<file path="src/rtl/mc_ctrl_fsm_if.sv">
// mc_ctrl_fsm_if: control bundle between the multicycle control FSM and the
// register/IR datapath.
//   master (FSM side) : receives op_in, fn_in, alu_zero, mem_ready;
//                       drives every datapath enable/select, state_out,
//                       bus_err and trap.
//   slave (datapath)  : the mirror image.
interface mc_ctrl_fsm_if;
   logic [5:0] op_in;
   logic [5:0] fn_in;
   logic       alu_zero;
   logic       mem_ready;

   logic       IRWrite;
   logic       RegWrite;
   logic [1:0] RegDst;
   logic       RegInSrc;
   logic       DRegSel0;
   logic       DRegSel1;
   logic       PCWrite;
   logic [1:0] PCSrc;
   logic       IorD;
   logic       MemRead;
   logic       MemWrite;
   logic       ALUSrcA;
   logic [1:0] ALUSrcB;
   logic [2:0] ALUCtl;
   logic [3:0] state_out;
   logic       bus_err;
   logic       trap;

   modport master (
      input  op_in, fn_in, alu_zero, mem_ready,
      output IRWrite, RegWrite, RegDst, RegInSrc, DRegSel0, DRegSel1,
             PCWrite, PCSrc, IorD, MemRead, MemWrite,
             ALUSrcA, ALUSrcB, ALUCtl, state_out, bus_err, trap
   );

   modport slave (
      output op_in, fn_in, alu_zero, mem_ready,
      input  IRWrite, RegWrite, RegDst, RegInSrc, DRegSel0, DRegSel1,
             PCWrite, PCSrc, IorD, MemRead, MemWrite,
             ALUSrcA, ALUSrcB, ALUCtl, state_out, bus_err, trap
   );
endinterface

</file>
<file path="src/rtl/mc_ctrl_fsm.sv">
// mc_ctrl_fsm: multicycle control FSM for the register/IR datapath.
// Sequences fetch, decode, execute, memory access and write-back, and emits
// every per-cycle enable for IR, register file, PC, ALU and memory select.
//   clk    : rising-edge clock
//   reset  : asynchronous, active-high; returns to FETCH, clears flags
//   bus    : mc_ctrl_fsm_if.master (op/fn/alu_zero/mem_ready in, controls out)
// Parameter TIMEOUT (1..255): cycles spent waiting for mem_ready in FETCH,
// MEM_RD or MEM_WR before the FSM halts with bus_err set.
// RegDst=2'b10 always selects R31 as the jal return-address register.
// Compile-time option ILLEGAL_TRAP_EN: when defined, an illegal op/fn parks
// the FSM in TRAP and sets the sticky trap flag; when undefined, an illegal
// instruction is retired as a NOP and trap is tied low.
// Enables are decoded combinationally from state (plus mem_ready in FETCH and
// alu_zero in BRANCH) so the datapath sees them in the same cycle.
module mc_ctrl_fsm #(
   parameter int unsigned TIMEOUT = 16
) (
   input logic           clk,
   input logic           reset,
   mc_ctrl_fsm_if.master bus
);

   localparam int unsigned CNT_W = 8;

   localparam logic [5:0] OP_RTYPE = 6'd0;
   localparam logic [5:0] OP_J     = 6'd2;
   localparam logic [5:0] OP_JAL   = 6'd3;
   localparam logic [5:0] OP_BEQ   = 6'd4;
   localparam logic [5:0] OP_ADDI  = 6'd8;
   localparam logic [5:0] OP_LW    = 6'd35;
   localparam logic [5:0] OP_SW    = 6'd43;

   localparam logic [5:0] FN_JR  = 6'd8;
   localparam logic [5:0] FN_ADD = 6'd32;
   localparam logic [5:0] FN_SUB = 6'd34;
   localparam logic [5:0] FN_AND = 6'd36;
   localparam logic [5:0] FN_OR  = 6'd37;
   localparam logic [5:0] FN_SLT = 6'd42;

   localparam logic [2:0] ALU_ADD = 3'b000;
   localparam logic [2:0] ALU_SUB = 3'b001;
   localparam logic [2:0] ALU_AND = 3'b010;
   localparam logic [2:0] ALU_OR  = 3'b011;
   localparam logic [2:0] ALU_SLT = 3'b100;

   localparam logic [CNT_W-1:0] WAIT_LAST = CNT_W'(TIMEOUT - 1);

   typedef enum logic [3:0] {
      FETCH    = 4'd0,
      DECODE   = 4'd1,
      R_EXEC   = 4'd2,
      ALU_WB   = 4'd3,
      I_EXEC   = 4'd4,
      MEM_ADDR = 4'd5,
      MEM_RD   = 4'd6,
      MEM_WB   = 4'd7,
      MEM_WR   = 4'd8,
      BRANCH   = 4'd9,
      JUMP     = 4'd10,
      HALT     = 4'd11,
      TRAP     = 4'd12
   } state_t;

   state_t           state;
   state_t           state_nxt;
   logic [CNT_W-1:0] wait_cnt;
   logic             bus_err_q;
   logic             waiting_c;
   logic             timeout_c;
   logic             r_legal_c;
   logic [2:0]       r_alu_c;

   // ALU function for R-type instructions, decoded from the funct field
   always_comb begin
      r_legal_c = 1'b1;
      r_alu_c   = ALU_ADD;
      case (bus.fn_in)
         FN_ADD:  r_alu_c = ALU_ADD;
         FN_SUB:  r_alu_c = ALU_SUB;
         FN_AND:  r_alu_c = ALU_AND;
         FN_OR:   r_alu_c = ALU_OR;
         FN_SLT:  r_alu_c = ALU_SLT;
         default: r_legal_c = 1'b0;
      endcase
   end

   // Memory-wait states and the timeout condition; mem_ready on the last
   // allowed cycle still completes normally
   assign waiting_c = (state == FETCH) || (state == MEM_RD) || (state == MEM_WR);
   assign timeout_c = waiting_c && !bus.mem_ready && (wait_cnt == WAIT_LAST);

   // State register, wait counter and sticky flags
   always_ff @(posedge clk or posedge reset) begin
      if (reset) begin
         state     <= FETCH;
         wait_cnt  <= '0;
         bus_err_q <= 1'b0;
      end else begin
         state <= state_nxt;
         if (state_nxt != state) begin
            wait_cnt <= '0;
         end else if (waiting_c && !bus.mem_ready) begin
            wait_cnt <= wait_cnt + CNT_W'(1);
         end
         if (timeout_c) begin
            bus_err_q <= 1'b1;
         end
      end
   end

`ifdef ILLEGAL_TRAP_EN
   logic trap_q;

   // Sticky illegal-instruction flag
   always_ff @(posedge clk or posedge reset) begin
      if (reset) begin
         trap_q <= 1'b0;
      end else if (state_nxt == TRAP) begin
         trap_q <= 1'b1;
      end
   end

   assign bus.trap = trap_q;
`else
   assign bus.trap = 1'b0;
`endif

   assign bus.state_out = state;
   assign bus.bus_err   = bus_err_q;
   assign bus.DRegSel0  = 1'b0;
   assign bus.DRegSel1  = 1'b0;

   // Next-state and per-state control decode
   always_comb begin
      state_nxt    = state;
      bus.IRWrite  = 1'b0;
      bus.RegWrite = 1'b0;
      bus.RegDst   = 2'b00;
      bus.RegInSrc = 1'b0;
      bus.PCWrite  = 1'b0;
      bus.PCSrc    = 2'b00;
      bus.IorD     = 1'b0;
      bus.MemRead  = 1'b0;
      bus.MemWrite = 1'b0;
      bus.ALUSrcA  = 1'b0;
      bus.ALUSrcB  = 2'b00;
      bus.ALUCtl   = ALU_ADD;

      case (state)
         FETCH: begin
            bus.MemRead = 1'b1;
            bus.ALUSrcB = 2'b01;
            if (bus.mem_ready) begin
               bus.IRWrite = 1'b1;
               bus.PCWrite = 1'b1;
               state_nxt   = DECODE;
            end else if (timeout_c) begin
               state_nxt = HALT;
            end
         end

         DECODE: begin
            bus.ALUSrcB = 2'b11;
            case (bus.op_in)
               OP_RTYPE: begin
                  if (r_legal_c) begin
                     state_nxt = R_EXEC;
                  end else if (bus.fn_in == FN_JR) begin
                     state_nxt = JUMP;
                  end else begin
`ifdef ILLEGAL_TRAP_EN
                     state_nxt = TRAP;
`else
                     state_nxt = FETCH;
`endif
                  end
               end
               OP_LW, OP_SW: state_nxt = MEM_ADDR;
               OP_ADDI:      state_nxt = I_EXEC;
               OP_BEQ:       state_nxt = BRANCH;
               OP_J, OP_JAL: state_nxt = JUMP;
               default: begin
`ifdef ILLEGAL_TRAP_EN
                  state_nxt = TRAP;
`else
                  state_nxt = FETCH;
`endif
               end
            endcase
         end

         R_EXEC: begin
            bus.ALUSrcA = 1'b1;
            bus.ALUCtl  = r_alu_c;
            state_nxt   = ALU_WB;
         end

         I_EXEC: begin
            bus.ALUSrcA = 1'b1;
            bus.ALUSrcB = 2'b10;
            state_nxt   = ALU_WB;
         end

         // ALU controls repeat those of R_EXEC / I_EXEC, chosen by the opcode
         ALU_WB: begin
            bus.RegWrite = 1'b1;
            bus.RegInSrc = 1'b1;
            bus.ALUSrcA  = 1'b1;
            if (bus.op_in == OP_RTYPE) begin
               bus.RegDst = 2'b01;
               bus.ALUCtl = r_alu_c;
            end else begin
               bus.ALUSrcB = 2'b10;
            end
            state_nxt = FETCH;
         end

         MEM_ADDR: begin
            bus.ALUSrcA = 1'b1;
            bus.ALUSrcB = 2'b10;
            state_nxt   = (bus.op_in == OP_SW) ? MEM_WR : MEM_RD;
         end

         MEM_RD: begin
            bus.MemRead = 1'b1;
            bus.IorD    = 1'b1;
            if (bus.mem_ready) begin
               state_nxt = MEM_WB;
            end else if (timeout_c) begin
               state_nxt = HALT;
            end
         end

         MEM_WB: begin
            bus.RegWrite = 1'b1;
            state_nxt    = FETCH;
         end

         MEM_WR: begin
            bus.MemWrite = 1'b1;
            bus.IorD     = 1'b1;
            if (bus.mem_ready) begin
               state_nxt = FETCH;
            end else if (timeout_c) begin
               state_nxt = HALT;
            end
         end

         BRANCH: begin
            bus.ALUSrcA = 1'b1;
            bus.ALUCtl  = ALU_SUB;
            bus.PCWrite = bus.alu_zero;
            bus.PCSrc   = 2'b01;
            state_nxt   = FETCH;
         end

         // jr takes rs_data; j/jal take the pseudo-direct target; jal links R31
         JUMP: begin
            bus.PCWrite = 1'b1;
            bus.PCSrc   = (bus.op_in == OP_RTYPE) ? 2'b11 : 2'b10;
            if (bus.op_in == OP_JAL) begin
               bus.RegWrite = 1'b1;
               bus.RegDst   = 2'b10;
               bus.RegInSrc = 1'b1;
            end
            state_nxt = FETCH;
         end

         HALT, TRAP: state_nxt = state;

         default: state_nxt = FETCH;
      endcase

      // Keep write strobes low while reset is asserted
      if (reset) begin
         bus.IRWrite  = 1'b0;
         bus.RegWrite = 1'b0;
         bus.PCWrite  = 1'b0;
         bus.MemWrite = 1'b0;
      end
   end

endmodule
</file>
<file path="src/flat_wrapper.sv">
// flat-port wrapper written by rule: the top's interface ports become plain ports
module mc_ctrl_fsm_flat 
#(
   parameter int unsigned TIMEOUT = 16
)
  (clk, reset, bus_op_in, bus_fn_in, bus_alu_zero, bus_mem_ready, bus_IRWrite, bus_RegWrite, bus_RegDst, bus_RegInSrc, bus_DRegSel0, bus_DRegSel1, bus_PCWrite, bus_PCSrc, bus_IorD, bus_MemRead, bus_MemWrite, bus_ALUSrcA, bus_ALUSrcB, bus_ALUCtl, bus_state_out, bus_bus_err, bus_trap);
  mc_ctrl_fsm_if bus_i ();
  input logic clk;
  input logic reset;
  input wire logic [$bits(bus_i.op_in)-1:0] bus_op_in;
  input wire logic [$bits(bus_i.fn_in)-1:0] bus_fn_in;
  input wire logic [$bits(bus_i.alu_zero)-1:0] bus_alu_zero;
  input wire logic [$bits(bus_i.mem_ready)-1:0] bus_mem_ready;
  output wire logic [$bits(bus_i.IRWrite)-1:0] bus_IRWrite;
  output wire logic [$bits(bus_i.RegWrite)-1:0] bus_RegWrite;
  output wire logic [$bits(bus_i.RegDst)-1:0] bus_RegDst;
  output wire logic [$bits(bus_i.RegInSrc)-1:0] bus_RegInSrc;
  output wire logic [$bits(bus_i.DRegSel0)-1:0] bus_DRegSel0;
  output wire logic [$bits(bus_i.DRegSel1)-1:0] bus_DRegSel1;
  output wire logic [$bits(bus_i.PCWrite)-1:0] bus_PCWrite;
  output wire logic [$bits(bus_i.PCSrc)-1:0] bus_PCSrc;
  output wire logic [$bits(bus_i.IorD)-1:0] bus_IorD;
  output wire logic [$bits(bus_i.MemRead)-1:0] bus_MemRead;
  output wire logic [$bits(bus_i.MemWrite)-1:0] bus_MemWrite;
  output wire logic [$bits(bus_i.ALUSrcA)-1:0] bus_ALUSrcA;
  output wire logic [$bits(bus_i.ALUSrcB)-1:0] bus_ALUSrcB;
  output wire logic [$bits(bus_i.ALUCtl)-1:0] bus_ALUCtl;
  output wire logic [$bits(bus_i.state_out)-1:0] bus_state_out;
  output wire logic [$bits(bus_i.bus_err)-1:0] bus_bus_err;
  output wire logic [$bits(bus_i.trap)-1:0] bus_trap;
  assign bus_i.op_in = bus_op_in;
  assign bus_i.fn_in = bus_fn_in;
  assign bus_i.alu_zero = bus_alu_zero;
  assign bus_i.mem_ready = bus_mem_ready;
  assign bus_IRWrite = bus_i.IRWrite;
  assign bus_RegWrite = bus_i.RegWrite;
  assign bus_RegDst = bus_i.RegDst;
  assign bus_RegInSrc = bus_i.RegInSrc;
  assign bus_DRegSel0 = bus_i.DRegSel0;
  assign bus_DRegSel1 = bus_i.DRegSel1;
  assign bus_PCWrite = bus_i.PCWrite;
  assign bus_PCSrc = bus_i.PCSrc;
  assign bus_IorD = bus_i.IorD;
  assign bus_MemRead = bus_i.MemRead;
  assign bus_MemWrite = bus_i.MemWrite;
  assign bus_ALUSrcA = bus_i.ALUSrcA;
  assign bus_ALUSrcB = bus_i.ALUSrcB;
  assign bus_ALUCtl = bus_i.ALUCtl;
  assign bus_state_out = bus_i.state_out;
  assign bus_bus_err = bus_i.bus_err;
  assign bus_trap = bus_i.trap;
  mc_ctrl_fsm #(.TIMEOUT(TIMEOUT)) u_core (.clk(clk), .reset(reset), .bus(bus_i));
endmodule
</file>
<file path="config.mk">
export PLATFORM = sky130hd
export DESIGN_NAME = mc_ctrl_fsm_flat
export DESIGN_NICKNAME = d
export VERILOG_FILES = /design/src/rtl/mc_ctrl_fsm_if.sv /design/src/rtl/mc_ctrl_fsm.sv /design/src/flat_wrapper.sv
export SDC_FILE = /design/constraint.sdc
export NUM_CORES = 1
export LEC_CHECK = 0
export BUFFER_PORTS_ARGS = -buffer_cell sky130_fd_sc_hd__buf_2
export CORE_MARGIN = 5
export CORE_UTILIZATION = 56
export CTS_CLUSTER_DIAMETER = 50
export DETAILED_ROUTE_END_ITERATION = 8
export PLACE_DENSITY = 0.85
export SLEW_MARGIN = 20
export SYNTH_ARGS = -nofsm -noshare
export SYNTH_HDL_FRONTEND = slang
export SYNTH_SLANG_ARGS = --single-unit
</file>
<file path="constraint.sdc">
create_clock -name clk -period 4.5 [get_ports clk]
set_clock_uncertainty 0.05 [all_clocks]
set_input_delay 0.45 -clock clk [delete_from_list [all_inputs] [get_ports clk]]
set_output_delay 0.45 -clock clk [all_outputs]
set_load 0.03 [all_outputs]
</file>
==> summary.md <==
| Metric | Value |
|---|---|
| # Max-Cap Violations | `0` |
| DRC violation total after the first TritonRoute iteration | `62` |
| Total DRC errors in the routed layout | `0` |
| Post-synth EDFFs | `0` |
| Commonest non-fill, non-tap cell in the layout | `sky130_fd_sc_hd__buf_2` |
| Non-filler instance count after layout | `approximately 240` |
| Internal power of the cells | `roughly 280 uW` |
| Startpoint of the worst-slack reg-to-reg timing path | `u_core.bus.state_out[1]` |
| TritonCTS Buffers | `3` |
| Layout-stage area growth over the synthesis result | `11.2%` |
| Global-route wire length before repair | `between 5 and 6 mm` |
| Type of the setup path with the least slack | `register to output port` |
| IR Drop Worst-Case VDD | `between 0.3 and 0.4 mV` |
| Global-route congestion overflow total | `0` |
| Post-synthesis cell area | `1420 um2` |
| Fraction of synthesis flops using an asynchronous set or reset pin | `100%` |
| Number of warnings reported in the yosys synthesis log | `0` |
| TritonRoute pass-1 iters | `4` |
| Count of cells along the worst register-to-register path | `5` |
| Post-Synth XOR/XNOR Area | `between 4 and 5%` |
| CP startpoint kind | `register` |
| Via density per instance | `just over 6` |
| Count of final setup violators | `0` |
| Overall routing resource usage | `~20%` |
| Vias after detailed routing | `approximately 1,400` |
| Detailed-route wire length | `3.59 mm` |
| Sequential cell area fraction in the yosys report | `23.0%` |
| Simple logic cell fraction of the synthesized area | `between 30% and 40%` |
| CTS tree | `built` |
| Hold_buf cts | `0` |
| Unique masters post-synth | `57` |
| Routed wire length per instance | `roughly 15 um` |
| Dpl hpwl | `2.81 mm` |
| Transition time at the pin with the least slew margin | `about 860 ps` |
| Pwr per Cell Area | `between 300 and 400 nW/um2` |
| Number of placed instances, taps included | `approximately 230` |
| Post-CTS clock slew at the launch and capture registers of the worst setup and hold paths | `80 ps` |
| Number of post-CTS setup repair buffers | `0` |
| Outcome | `complete, no violations` |
| Dominant combinational cell family by area after synthesis | `simple AND/OR/NAND/NOR gates` |
| Starting density of the core | `around 58%` |
| Clock network fraction of total power | `roughly 12%` |
| RSZ-0062 raised after global routing | `false` |
| Die height | `approximately 60 um` |
| Worst setup endpoint | `bus_ALUCtl[0]` |
| Number of buffers between clock root and the deepest sink | `2` |
| Mean cell area of the mapped netlist | `between 8 and 9 um2` |
| Met1 track demand over resource | `between 20% and 30%` |
| Post-layout nets | `about 220` |
| # diodes | `0` |
| Gates resized, CTS repair | `0` |
| Initial antenna violation count | `0` |
| Count of antenna-violating nets left after detailed routing | `0` |
| Clk sink count | `13` |
| Worst setup slack for register-to-register paths | `2090 ps` |
| Final hold viol count | `0` |
| Dominant synthesized flop cell | `sky130_fd_sc_hd__dfrtp_1` |
| Sw power | `308 uW` |
| Relative slew margins | `a little over two fifths` |
| Leak Pwr | `0.000715 uW` |
| GRT met3 Usage | `2.16%` |
| Proportion of synthesized area in mux cells | `roughly 3.0%` |
| Clock latency on the worst-skew pair | `roughly 280 ps` |
| Proportion of power drawn by flip-flops and latches | `between 30 and 40%` |
| Endpoint of the worst-slack reg-to-reg timing path | `u_core.bus.state_out[2]` |
| Die outline area | `~3600 um2` |
| Root buffer selected by CTS | `sky130_fd_sc_hd__clkbuf_4` |
| Endpoint required time on the critical path | `about 4000 ps` |
| Synthesized-area fraction occupied by ao, oa, aoi and oai cells | `23.7%` |
| Grt peak-use layer | `met2` |
| Final worst-path setup slack | `about 1200 ps` |
| Logic gate share of total power | `about 55%` |
| Setup TNS Final | `0 ps` |
| CP endpoint kind | `output port` |
| Worst hold path class | `primary input to asynchronous set/reset pin` |
| Synth Area in Adders | `less than 1%` |
| First element of the critical path | `u_core.bus.state_out[0]` |
| Switch share | `52.5%` |
| Seq cells post-synth | `13` |
| Level count of the clock H-tree | `1` |
| Largest net degree at the start of global routing | `28` |
| Vias in the first global route | `1,320` |
| Largest fanout of any net on the critical path | `27` |
| Worst slack at placement | `1470 ps` |
| Fraction of final layout cells with drive strength greater than 1 | `between 20% and 30%` |
| Max-slew violations | `0` |
| Peak clock frequency supported by timing | `about 0.3 GHz` |
| Data arrival time of the critical path | `around 2800 ps` |
| Horizontal die dimension | `~60 um` |
| Number of buffers inserted by port buffering | `37` |
| Core region area | `between 2000 and 2500 um2` |
| # IOs | `approximately 40` |
| Final clock period utilization by the worst path | `about three quarters` |
| Post-layout minimum cycle time | `about 3300 ps` |
| Routability cong. | `roughly 0.87` |
| Number of standard-cell rows in the floorplan | `18` |
| Cell count after synthesis | `around 180` |
| Most frequent cells in the layout | `sky130_fd_sc_hd__buf_2, sky130_fd_sc_hd__nand2_1, sky130_fd_sc_hd__nor2_1` |
| Met2 usage | `37.3%` |
==> worst max-delay path, cell delays in order, from the launching register on <==
cell	delay, ps
sky130_fd_sc_hd__dfrtp_1	910
sky130_fd_sc_hd__nor2b_1	560
sky130_fd_sc_hd__a21oi_1	140
sky130_fd_sc_hd__or4b_1	490
sky130_fd_sc_hd__o31a_1	120
sky130_fd_sc_hd__o21ai_1	110
sky130_fd_sc_hd__buf_2	210
==> power by group through the flow <==
stage	clock (uW)	sequential (uW)	combinational (uW)
5_1_grt	79.0	198	354
3_3_place_gp	0	189	316
2_1_floorplan	0	159	299
4_1_cts	71.6	190	324
6_report	71.6	192	323
3_5_place_dp	0	193	323
==> cells by family (layout without fill, tap and decap cells) <==
logic type                 count (synthesis)  count (layout)
muxes                                      3               3
xor gates and xnor gates                   8               8
buffers and inverters                     19              46
DFF                                       13              13
other                                      1               3
and+or+nand+nor                           86              86
AOI/OAI and AO/OA                         45              45
adders and majority gates                  1               1
==> Yosys cell counts, types with 4 or more instances <==
cell type,number,area (um2)
sky130_fd_sc_hd__nand2b_1,6,37.5
sky130_fd_sc_hd__inv_1,5,18.8
sky130_fd_sc_hd__xor2_1,6,52.6
sky130_fd_sc_hd__o21ai_0,4,20.0
sky130_fd_sc_hd__nor3_1,13,65.1
sky130_fd_sc_hd__and3_1,4,25.0
sky130_fd_sc_hd__buf_4,5,37.5
sky130_fd_sc_hd__dfrtp_1,13,325
sky130_fd_sc_hd__nor2_1,14,52.6
sky130_fd_sc_hd__nand4_1,5,31.3
sky130_fd_sc_hd__a21oi_1,13,65.1
sky130_fd_sc_hd__nand2_1,16,60.1
sky130_fd_sc_hd__nor2b_1,7,43.8
sky130_fd_sc_hd__a31oi_1,4,25.0
==> flip-flops by register name (all words and copies together) (netlist names) <==
register,count
u_core.bus.bus_err,1
u_core.bus.state_out,4
u_core.wait_cnt,8
==> worst min-delay path by stage <==
stage	start	to	slack, ps	cells after the start
finish	reset	u_core.wait_cnt[4]	160	2
global route	reset	u_core.bus.state_out[2]	220	2
CTS	reset	u_core.wait_cnt[2]	190	2
detailed placement	u_core.bus.bus_err	u_core.bus.bus_err	410	1
global placement	u_core.bus.bus_err	u_core.bus.bus_err	400	1
floorplan	reset	u_core.bus.bus_err	290	1
==> cell type report <==
type	count	area, um2
clock buffers	4	26.3
fillers	233	881
inverters	5	18.8
multi-input cells	146	981
flip-flops and latches	13	325
well taps	30	37.5
repair buffers	37	185
==> through the flow <==
stage | total power [uW] | hold WS, ps | area, um2 | util (%)
detailed placement | 516 | 407 | 1550 | 63.0
finish | 586 | 164 | 1570 | 64.1
global placement | 505 | 396 | 1550 | 63.0
global route | 631 | 224 | 1570 | 64.1
floorplan | 458 | 287 | 1420 | -
CTS | 586 | 195 | 1570 | 64.1
==> routing by layer <==
| layer | vias to the layer above | share of wire, % |
|---|---|---|
| met4 | 0 | 1.9 |
| met1 | 673 | 40 |
| li1 | 705 | - |
| met5 | - | 0 |
| met2 | 53 | 50 |
| met3 | 8 | 8.0 |
No activity file was read; power rests on OpenSTA's default activity.
